File: src/rtl/note_player_env_pkg.sv
// Shared types and helpers for the note player voice: envelope states and a
// 16-entry full-wave sine table used by the built-in sine reader.
package note_player_env_pkg;

  typedef enum logic [1:0] {
    StIdle,
    StAttack,
    StSustain,
    StRelease
  } env_state_e;

  // Q15 sine, one entry per 1/16 turn.
  function automatic logic signed [15:0] sine_lut(input logic [3:0] idx);
    logic signed [15:0] val;
    case (idx)
      4'd0:    val = 16'sd0;
      4'd1:    val = 16'sd12539;
      4'd2:    val = 16'sd23170;
      4'd3:    val = 16'sd30273;
      4'd4:    val = 16'sd32767;
      4'd5:    val = 16'sd30273;
      4'd6:    val = 16'sd23170;
      4'd7:    val = 16'sd12539;
      4'd8:    val = 16'sd0;
      4'd9:    val = -16'sd12539;
      4'd10:   val = -16'sd23170;
      4'd11:   val = -16'sd30273;
      4'd12:   val = -16'sd32767;
      4'd13:   val = -16'sd30273;
      4'd14:   val = -16'sd23170;
      default: val = -16'sd12539;
    endcase
    return val;
  endfunction

endpackage

File: src/rtl/note_envelope.sv
// Note lifetime state machine: beat countdown, attack/sustain/release envelope
// with saturating level arithmetic, done pulse on the final beat.
module note_envelope
  import note_player_env_pkg::*;
#(
  parameter int unsigned DUR_W         = 6,
  parameter int unsigned ENV_W         = 8,
  parameter int unsigned ATTACK_STEP   = 16,
  parameter int unsigned RELEASE_STEP  = 8,
  parameter int unsigned RELEASE_BEATS = 2,
  parameter int unsigned LEGATO        = 0
) (
  input  logic             clk,
  input  logic             rst_n,
  input  logic             play_enable,
  input  logic             load,
  input  logic             beat,
  input  logic             sample_req,
  input  logic [DUR_W-1:0] dur_load,
  output logic             done,
  output logic             busy,
  output logic             accept,
  output logic [ENV_W:0]   level
);

  localparam logic [ENV_W:0] Unity    = {1'b1, {ENV_W{1'b0}}};
  localparam logic [ENV_W:0] AStep    = (ENV_W+1)'(ATTACK_STEP);
  localparam logic [ENV_W:0] RStep    = (ENV_W+1)'(RELEASE_STEP);
  localparam logic [DUR_W-1:0] RemOne = DUR_W'(1);
  localparam logic [DUR_W-1:0] RelBeats = DUR_W'(RELEASE_BEATS);

  env_state_e       state_q, state_d;
  logic [DUR_W-1:0] rem_q, rem_d;
  logic [ENV_W:0]   level_q, level_d;

  assign busy   = (state_q != StIdle);
  assign accept = sample_req & play_enable & busy;
  assign level  = level_q;

  always_comb begin
    state_d = state_q;
    rem_d   = rem_q;
    level_d = level_q;
    done    = 1'b0;
    if (load) begin
      // A load always wins over a coincident beat.
      state_d = StAttack;
      rem_d   = (dur_load == '0) ? RemOne : dur_load;
      if (!(LEGATO != 0 && busy)) level_d = '0;
    end else if (play_enable && busy) begin
      if (sample_req) begin
        case (state_q)
          StAttack: begin
            if (level_q >= Unity - AStep) begin
              level_d = Unity;
              state_d = StSustain;
            end else begin
              level_d = level_q + AStep;
            end
          end
          StRelease: level_d = (level_q > RStep) ? level_q - RStep : '0;
          default: ;
        endcase
      end
      if (rem_q <= RelBeats) state_d = StRelease;
      if (beat) begin
        if (rem_q == RemOne) begin
          done    = 1'b1;
          rem_d   = '0;
          state_d = StIdle;
          level_d = '0;
        end else begin
          rem_d = rem_q - RemOne;
        end
      end
    end
  end

  always_ff @(posedge clk or negedge rst_n) begin
    if (!rst_n) begin
      state_q <= StIdle;
      rem_q   <= '0;
      level_q <= '0;
    end else begin
      state_q <= state_d;
      rem_q   <= rem_d;
      level_q <= level_d;
    end
  end

endmodule

File: src/rtl/note_player_env.sv
// One voice: note register, phase-accumulator sine reader driven by a note-derived
// step, and a registered envelope multiply feeding the codec sample path.
module note_player_env
  import note_player_env_pkg::*;
#(
  parameter int unsigned NOTE_W        = 6,
  parameter int unsigned DUR_W         = 6,
  parameter int unsigned STEP_W        = 20,
  parameter int unsigned SAMPLE_W      = 16,
  parameter int unsigned ENV_W         = 8,
  parameter int unsigned ATTACK_STEP   = 16,
  parameter int unsigned RELEASE_STEP  = 8,
  parameter int unsigned RELEASE_BEATS = 2,
  parameter int unsigned LEGATO        = 0
) (
  input  logic                clk,
  input  logic                reset,
  input  logic                play_enable,
  input  logic [NOTE_W-1:0]   note_to_load,
  input  logic [DUR_W-1:0]    duration_to_load,
  input  logic                load_new_note,
  input  logic                beat,
  input  logic                generate_next_sample,
  output logic                done_with_note,
  output logic                note_busy,
  output logic [ENV_W:0]      env_level,
  output logic [SAMPLE_W-1:0] sample_out,
  output logic                new_sample_ready
);

  localparam logic [NOTE_W-1:0] NoteRest = '0;

  logic                            accept;
  logic [NOTE_W-1:0]               note_q;
  logic [STEP_W-1:0]               phase_q, step, phase_next;
  logic signed [SAMPLE_W-1:0]      sine_q, scaled;
  logic                            sine_ready_q;
  logic [SAMPLE_W-1:0]             sample_q;
  logic                            nsr_q;
  logic signed [SAMPLE_W+ENV_W+1:0] prod;

  note_envelope #(
    .DUR_W         (DUR_W),
    .ENV_W         (ENV_W),
    .ATTACK_STEP   (ATTACK_STEP),
    .RELEASE_STEP  (RELEASE_STEP),
    .RELEASE_BEATS (RELEASE_BEATS),
    .LEGATO        (LEGATO)
  ) u_env (
    .clk         (clk),
    .rst_n       (reset),
    .play_enable (play_enable),
    .load        (load_new_note),
    .beat        (beat),
    .sample_req  (generate_next_sample),
    .dur_load    (duration_to_load),
    .done        (done_with_note),
    .busy        (note_busy),
    .accept      (accept),
    .level       (env_level)
  );

  // Frequency table: step grows linearly with note index.
  assign step       = STEP_W'(note_q) << (STEP_W - NOTE_W - 1);
  assign phase_next = phase_q + step;

  // Level is non-negative and at most unity, so the scaled value fits SAMPLE_W.
  assign prod   = sine_q * $signed({1'b0, env_level});
  assign scaled = SAMPLE_W'(prod >>> ENV_W);

  assign sample_out       = sample_q;
  assign new_sample_ready = nsr_q;

  always_ff @(posedge clk or negedge reset) begin
    if (!reset) begin
      note_q       <= '0;
      phase_q      <= '0;
      sine_q       <= '0;
      sine_ready_q <= 1'b0;
      sample_q     <= '0;
      nsr_q        <= 1'b0;
    end else begin
      sine_ready_q <= accept;
      nsr_q        <= sine_ready_q;
      if (load_new_note) begin
        note_q  <= note_to_load;
        phase_q <= '0;
      end else if (accept) begin
        phase_q <= phase_next;
        sine_q  <= SAMPLE_W'(sine_lut(phase_next[STEP_W-1 -: 4]));
      end
      if (sine_ready_q) sample_q <= (note_q == NoteRest) ? '0 : scaled;
    end
  end

endmodule

File: config.mk
export PLATFORM = sky130hd
export DESIGN_NAME = note_player_env
export DESIGN_NICKNAME = d
export VERILOG_FILES = /design/src/rtl/note_player_env_pkg.sv /design/src/rtl/note_envelope.sv /design/src/rtl/note_player_env.sv
export SDC_FILE = /design/constraint.sdc
export NUM_CORES = 1
export LEC_CHECK = 0
export ABC_AREA = 1
export CAP_MARGIN = 25
export CORE_MARGIN = 10
export CORE_UTILIZATION = 55
export DETAILED_ROUTE_END_ITERATION = 8
export HOLD_SLACK_MARGIN = 0.08
export PLACE_DENSITY = 0.74
export SLEW_MARGIN = 40
export SYNTH_ARGS = -nofsm -noshare
export SYNTH_HDL_FRONTEND = slang
export SYNTH_HIERARCHICAL = 1
export SYNTH_SLANG_ARGS = --single-unit
export TNS_END_PERCENT = 50
File: constraint.sdc
create_clock -name clk -period 5.2 [get_ports clk]
set_clock_uncertainty 0.05 [all_clocks]
set_input_delay 1.04 -clock clk [delete_from_list [all_inputs] [get_ports clk]]
set_output_delay 1.04 -clock clk [all_outputs]
set_load 0.05 [all_outputs]
==> results of run 1 <==
synth_stat cells (2+ instances only):
master / instances / share of area, %
nor3_1: 6 / 0.35
dfrtp_1: 59 / 17
xnor2_1: 4 / 0.41
nand2_1: 357 / 16
nand3_2: 4 / 0.46
nand2_4: 3 / 0.39
clkbuf_1: 16 / 0.70
xor2_1: 14 / 1.4
nand3b_1: 4 / 0.35
nor3_2: 2 / 0.23
nand3_1: 48 / 2.8
a21o_1: 2 / 0.17
nand2_2: 15 / 1.1
or2_2: 2 / 0.15
o211ai_1: 4 / 0.35
nor2_1: 55 / 2.4
inv_2: 8 / 0.35
o21ai_1: 9 / 0.52
fa_1: 107 / 25
a31o_2: 2 / 0.20
nor2_2: 4 / 0.29
o21ai_0: 33 / 1.9
o21ai_2: 2 / 0.20
ha_1: 73 / 11
inv_1: 240 / 10
nand4_1: 14 / 1.0
o22ai_1: 3 / 0.22
a21oi_1: 32 / 1.9
nor4_1: 3 / 0.22
buf_4: 4 / 0.35
nor2_4: 2 / 0.26
xor2_2: 2 / 0.38
buf_2: 4 / 0.23
o21bai_1: 7 / 0.61
a21boi_1: 3 / 0.26
worst max-delay path by stage:
stage	startpoint	to	slack, ns	cells past startpoint
final	u_env/level[5]$_DFFE_PN0P_	sample_out[11]$_DFFE_PN0P_	0.34	21
after global routing	sine_q[14]$_DFFE_PN0P_	sample_out[11]$_DFFE_PN0P_	0.01	20
after CTS	sine_q[15]$_DFFE_PN0P_	sample_out[15]$_DFFE_PN0P_	0.03	19
after detailed placement	sine_q[15]$_DFFE_PN0P_	sample_out[15]$_DFFE_PN0P_	0.04	18
after global placement	sine_q[15]$_DFFE_PN0P_	sample_out[15]$_DFFE_PN0P_	0.12	19
after floorplan	u_env/level[3]$_DFFE_PN0P_	sample_out[14]$_DFFE_PN0P_	0.04	24
what timing repair did:
| action | in CTS | in global routing |
|---|---|---|
| buffers inserted | 0 | 0 |
| endpoints found under the setup margin | 0 | 8 |
| gates resized for setup | 0 | 16 |
layout make-up:
class	instances	area [µm²]	area share, %
repair buffers	63	591.8	6.145
multi-input cells	824	6071	63.04
clock buffers	9	225.2	2.339
well taps	211	264.0	2.741
flip-flops and latches	59	1491	15.49
inverters	249	934.6	9.705
clock inverters	7	52.55	0.5457
layer usage:
layer / vias to the layer above / part of all wire, % / wire [µm] / track usage [%]
met4: 0 / 3.1 / 637 / 8.847
met1: 3420 / 43 / 9017 / 24.78
met5: - / 0 / 0 / 0
li1: 3608 / - / - / -
met2: 216 / 48 / 9895 / 33.46
met3: 48 / 6.0 / 1240 / 4.688
per-stage QoR:
stage	power [W]	util [%]	std cells	area, µm²	setup slack (ns)
2_1_floorplan	0.001394	-	1158	8612	0.03856
3_3_place_gp	0.001670	61.09	1406	9321	0.1180
3_5_place_dp	0.001692	61.09	1406	9321	0.04325
4_1_cts	0.002277	62.91	1422	9599	0.02789
5_1_grt	0.002451	63.12	1422	9630	0.01197
6_report	0.002273	63.12	1422	9630	0.3399
worst reg2reg max path, cell delays in order (launching register included):
cell	delay (ns)
dfrtp_1	0.39
buf_6	0.22
nand2_1	0.16
fa_1	0.51
inv_1	0.06
fa_1	0.55
fa_1	0.43
fa_1	0.49
inv_1	0.05
fa_1	0.47
inv_1	0.04
ha_1	0.39
nand2_1	0.15
nor2_1	0.13
a21boi_2	0.22
nor2_1	0.06
nand2_1	0.10
nand2_1	0.07
nand2_1	0.06
nand2_1	0.04
nand3_1	0.07
nand2_1	0.05
registers in the layout, summed over array words and instances (netlist names):
| name | cells |
|---|---|
| new_sample_ready | 1 |
| sine_q | 11 |
| phase_q | 7 |
| sine_ready_q | 1 |
| note_q | 6 |
| u_env/rem_q | 6 |
| u_env/level | 9 |
| sample_out | 16 |
| u_env/state_q | 2 |
cell families after synthesis:
logic type	synth area share, %
adders and majority gates	35.48
xor gates and xnor gates	2.208
AOI/OAI and AO/OA	6.901
DFF	17.14
buffers and inverters	12.42
and+or+nand+nor	25.85
power breakdown:
group | switching [W] | total (W) | leakage [nW] | internal [W]
Combinational | 0.000650 | 0.00102 | 4.74 | 0.000367
Clock | 0.000252 | 0.000577 | 0.136 | 0.000325
Sequential | 0.000130 | 0.000679 | 0.752 | 0.000549
==> out/qor.yml, run 1 <==
status:
  run_status: "completed"
floorplanning:
  core_mm2: 0.01526
  die-area_mm2: 0.02106
  rows: 45
  initial_core_util_pct: 56.44
  fp.dieW_um: 145.1
  fp.dieH_um: 145.1
  num_io_pins: 46
timing:
  hold_slack_ns: 0.4241
  slew_headroom_pct: 51.83
  rsz0062_at_grt: "no"
  fmax_mhz: 205.8
  finalHoldViolCount: 0
  setup_viol: 0
  min_period_ns: 4.860
  fin_crit_sh_pct: 93.46
  tns_ns: 0
  slew_violations: 0
  worstMarginPinSlew_ns: 0.7225
critical_path:
  crit_chain: "buf_6, nand2_1, fa_1, inv_1, fa_1, fa_1, fa_1, inv_1, fa_1, inv_1, ha_1, nand2_1, nor2_1, a21boi_2, nor2_1, nand2_1, nand2_1, nand2_1, nand2_1, nand3_1, nand2_1"
  max_stage_delay_ns: 0.55
  worstSetupStartpointType: "flop"
  worstPathRequired_ns: 5.39
  path_class: "reg2reg"
  r2r-start: "u_env/level[5]$_DFFE_PN0P_"
  timing.critical_path.buf_inv: 4
  end_kind: "flop"
  cp_slowest_cell: "fa_1"
  crit_arrival_ns: 5.05
  worst-r2r-setup-slack_ns: 0.34
  cpLargestDelayFamily: "adder cells"
  cpMostUsedCell: "nand2_1"
  rr_worst_depth: 21
  reg2reg_to: "sample_out[11]$_DFFE_PN0P_"
  crit_fanout: 16
global_routing:
  antenna_found_initial: 0
  grt_pass1_vias: 7586
  grt_max_degree: 60
  grt_first_pass_wirelength_mm: 35.69
  grt_overflow: 0
  track_usage_pct: 20.25
synth:
  seq_area_frac_synth_pct: 17.14
  avgSynthCellArea_um2: 7.437
  synthCells: 1158
  syn_area_mm2: 0.008612
  yosys_warnings: 6
  synth_cell_types: 46
  synth_seq_cells: 59
  synthArstFlopShare_pct: 100.0
  synth-edff-count: 0
  syn_nets: 1356
  synth-main-ff-cell: "dfrtp_1"
min_path:
  hold_path_depth: 2
  holdCritPathClass: "reg2reg"
  min_from: "sample_out[5]$_DFFE_PN0P_"
  min_to: "sample_out[5]$_DFFE_PN0P_"
flow_run:
  drv_cap: 0
power_and_ir_drop:
  power_density_mw_per_mm2: 236.0
  ir_drop_mv: 0.1986
  leakage_nw: 5.624
cells_and_area:
  final_cell_mix: "nand2_1 (357), inv_1 (240), fa_1 (106)"
  fillCellCount: 1342
  drive_gt1_share_pct: 8.092
  final_common_cell: "nand2_1"
  final_nets: 1404
  area_growth_pct: 11.83
  num_antenna_cells: 0
clock_tree:
  htreeDepth: 3
  clk_latency_ns: 0.35
  cts_buffer_depth: 2
  cts_root_buffer: "clkbuf_16"
  path_clk_slew_ns: 0.06
  cts_tree: "done"
  postCtsHoldBufs: 0
  cts.sinks: 59
  numCtsBuffers: 9
route:
  viasPerCell: 5.128
  final_antenna_net_count: 0
  drt-total-wl_mm: 20.79
  drt_iter0_markers: 307
  vias: 7292
  drc: 0
  wl_per_cell_um: 14.62
  first_pass_iters: 5
placed_design:
  place_congestion: 0.9613
  io_buffers: 45
  hpwlAfterDp_mm: 16.99
No activity file was read; power rests on OpenSTA's default activity.
==> inputs of run 2 (changes only) <==
--- a/config.mk
+++ b/config.mk
@@ -8,10 +8,10 @@
 export ABC_AREA = 1
 export CAP_MARGIN = 25
 export CORE_MARGIN = 10
-export CORE_UTILIZATION = 55
+export CORE_UTILIZATION = 45
 export DETAILED_ROUTE_END_ITERATION = 8
 export HOLD_SLACK_MARGIN = 0.08
-export PLACE_DENSITY = 0.74
+export MAX_ROUTING_LAYER = met4
 export SLEW_MARGIN = 40
 export SYNTH_ARGS = -nofsm -noshare
 export SYNTH_HDL_FRONTEND = slang
==> run 2 against run 1 <==
  * Critical endpoint is now sample_out[12]$_DFFE_PN0P_
  * Critical path type unchanged
  * Combinational power about the same
  * Sequential share of layout area down 0.19 points
  * Worst hold slack better by 0.00079 ns
  * Sequential cell count unchanged
  * Maximum frequency fell by 1.4%
  * Highest routed layer unchanged
==> out/qor.yml, run 2 (synthesis gave the netlist of run 1 again) <==
route:
  drt-total-wl_mm: 21.88  # +5.2%
  met1_length_mm: 9.991  # +11%
  wl_met3_um: 826  # -33%
  final_antenna_net_count: 0  # unchanged
  wl_met2_mm: 10.40  # +5.1%
  top_layer_used: "met4"
  drt_iter0_markers: 318  # +3.6%
  viasPerCell: 4.948  # -3.5%
  first_pass_iters: 5  # unchanged
  vias: 7185  # -1.5%
  drc: 0  # unchanged
  wl_per_cell_um: 15.07  # +3.0%
floorplanning:
  initial_core_util_pct: 45.89  # -11 points
  fp.dieH_um: 158.3  # +9.1%
  die-area_mm2: 0.02507  # +19%
  rows: 50  # +11%
  num_io_pins: 46  # unchanged
  fp.dieW_um: 158.3  # +9.1%
  core_mm2: 0.01877  # +23%
timing:
  setup_viol: 0  # unchanged
  slew_violations: 0  # unchanged
  worstMarginPinSlew_ns: 0.6982  # -0.02433 ns
  fin_ws_ns: 0.2722  # -0.06774 ns
  finalHoldViolCount: 0  # unchanged
  fin_crit_sh_pct: 94.77  # +1.3 points
  tns_ns: 0  # unchanged
  slew_headroom_pct: 53.46  # +1.6 points
  min_period_ns: 4.928  # +0.06774 ns
  fmax_mhz: 202.9  # -1.4%
clock_tree:
  path_clk_slew_ns: 0.06  # about the same
  clk_latency_ns: 0.35  # about the same
  cts.sinks: 59  # unchanged
  numCtsBuffers: 9  # unchanged
  cts_buffer_depth: 2  # unchanged
  htreeDepth: 3  # unchanged
  cts_root_buffer: "clkbuf_16"
  cts_tree: "done"
status:
  run_status: "completed"
placed_design:
  place_congestion: 0.9408  # -2.1%
  place_ws_ns: -0.07411  # -0.1174 ns
  hpwlAfterDp_mm: 17.97  # +5.8%
  io_buffers: 45  # unchanged
global_routing:
  grt_overflow: 0  # unchanged
  antenna_found_initial: 0  # unchanged
  grt_max_degree: 60  # unchanged
  grt_first_pass_wirelength_mm: 36.71  # +2.9%
  grt_pass1_vias: 7503  # -1.1%
  track_usage_pct: 18.96  # -1.3 points
cells_and_area:
  final_common_cell: "nand2_1"
  num_antenna_cells: 0  # unchanged
  largest_reg_flops: 16  # unchanged
  fillCellCount: 1917  # +43%
  drive_gt1_share_pct: 8.785  # +0.69 points
  final_cell_mix: "nand2_1 (357), inv_1 (240), fa_1 (106)"
  area_growth_pct: 12.93
  final_nets: 1411  # +0.50%
power_and_ir_drop:
  leakage_nw: 5.669  # +0.79%
  finalPower_w: 0.002326  # +2.3%
  ir_drop_mv: 0.1902  # -4.2%
  power_density_mw_per_mm2: 239.1  # +1.3%
critical_path:
  crit_arrival_ns: 5.11  # +0.06 ns
  worstSetupStartpointType: "flop"
  worstPathRequired_ns: 5.38  # about the same
  path_class: "reg2reg"
  crit_fanout: 11  # -5
  end_kind: "flop"
flow_run:
  drv_cap: 0  # unchanged
min_path:
  holdCritPathClass: "reg2reg"
## run 2: changes by cell type in the layout (fill, tap and decap cells not counted), sizes merged
cell    before  now
clkbuf       9   10
buf         19   26
inv        250  251
clkinv       5    3
## run 2: layout make-up
class,instances,area [µm²],share of cell area (%)
clock inverters,6,47.55,0.4889
repair buffers,70,636.9,6.548
well taps,234,292.8,3.010
inverters,249,934.6,9.610
multi-input cells,824,6087,62.59
clock buffers,10,239.0,2.457
flip-flops and latches,59,1488,15.30
## run 2: power by group
group / internal [W] / total (W) / switching, W
logic: 0.000385 / 0.00105 / 0.000665
clock network: 0.000341 / 0.000599 / 0.000258
registers: 0.000547 / 0.000676 / 0.000129
## run 2: metal layers
metal,vias up,track usage [%]
li1,3617,-
met1,3364,23.20
met2,158,31.27
met3,46,3.049
met4,0,6.661
met5,-,-
## run 2: worst paths after layout
path,startpoint,endpoint,slack (ns),cells past startpoint
setup reg to reg,u_env/level[6]$_DFFE_PN0P_,sample_out[12]$_DFFE_PN0P_,0.27,18
hold / removal,sample_out[4]$_DFFE_PN0P_,sample_out[4]$_DFFE_PN0P_,0.42,2
hold reg to reg,sample_out[4]$_DFFE_PN0P_,sample_out[4]$_DFFE_PN0P_,0.42,2
min in group asynchronous,reset,sample_out[1]$_DFFE_PN0P_,0.71,2
max in group asynchronous,reset,sine_q[15]$_DFFE_PN0P_,3.93,2
setup / recovery,u_env/level[6]$_DFFE_PN0P_,sample_out[12]$_DFFE_PN0P_,0.27,18
## run 2: per-stage QoR
step	std cells	utilization (%)	hold slack [ns]	instance area, µm²
after CTS	1449	51.51	0.4312	9668
after global placement	1433	49.98	0.4109	9380
final	1452	51.82	0.4248	9726
after global routing	1452	51.82	0.4455	9726
after floorplan	1158	-	0.3241	8612
after detailed placement	1433	49.98	0.4153	9380
## run 2: worst max-delay path, cell delays in order (launching register included)
cell,delay (ns)
dfrtp_2,0.47
buf_4,0.26
nand2_1,0.08
inv_1,0.14
fa_1,0.46
fa_1,0.57
fa_1,0.43
fa_1,0.49
inv_1,0.05
fa_1,0.49
inv_1,0.04
ha_1,0.39
nand4_1,0.24
nor3_2,0.23
nand3_1,0.15
nand3_1,0.10
nand2_1,0.06
nand3_1,0.06
nand2_1,0.05
## run 2: repair_timing
item                                    in CTS  in global routing
pin swaps                                    0                  1
buffers inserted                             0                  3
hold buffers                                 0                  0
endpoints found under the setup margin       2                 10
cloned                                       0                  0
gates resized for setup                      1                 15
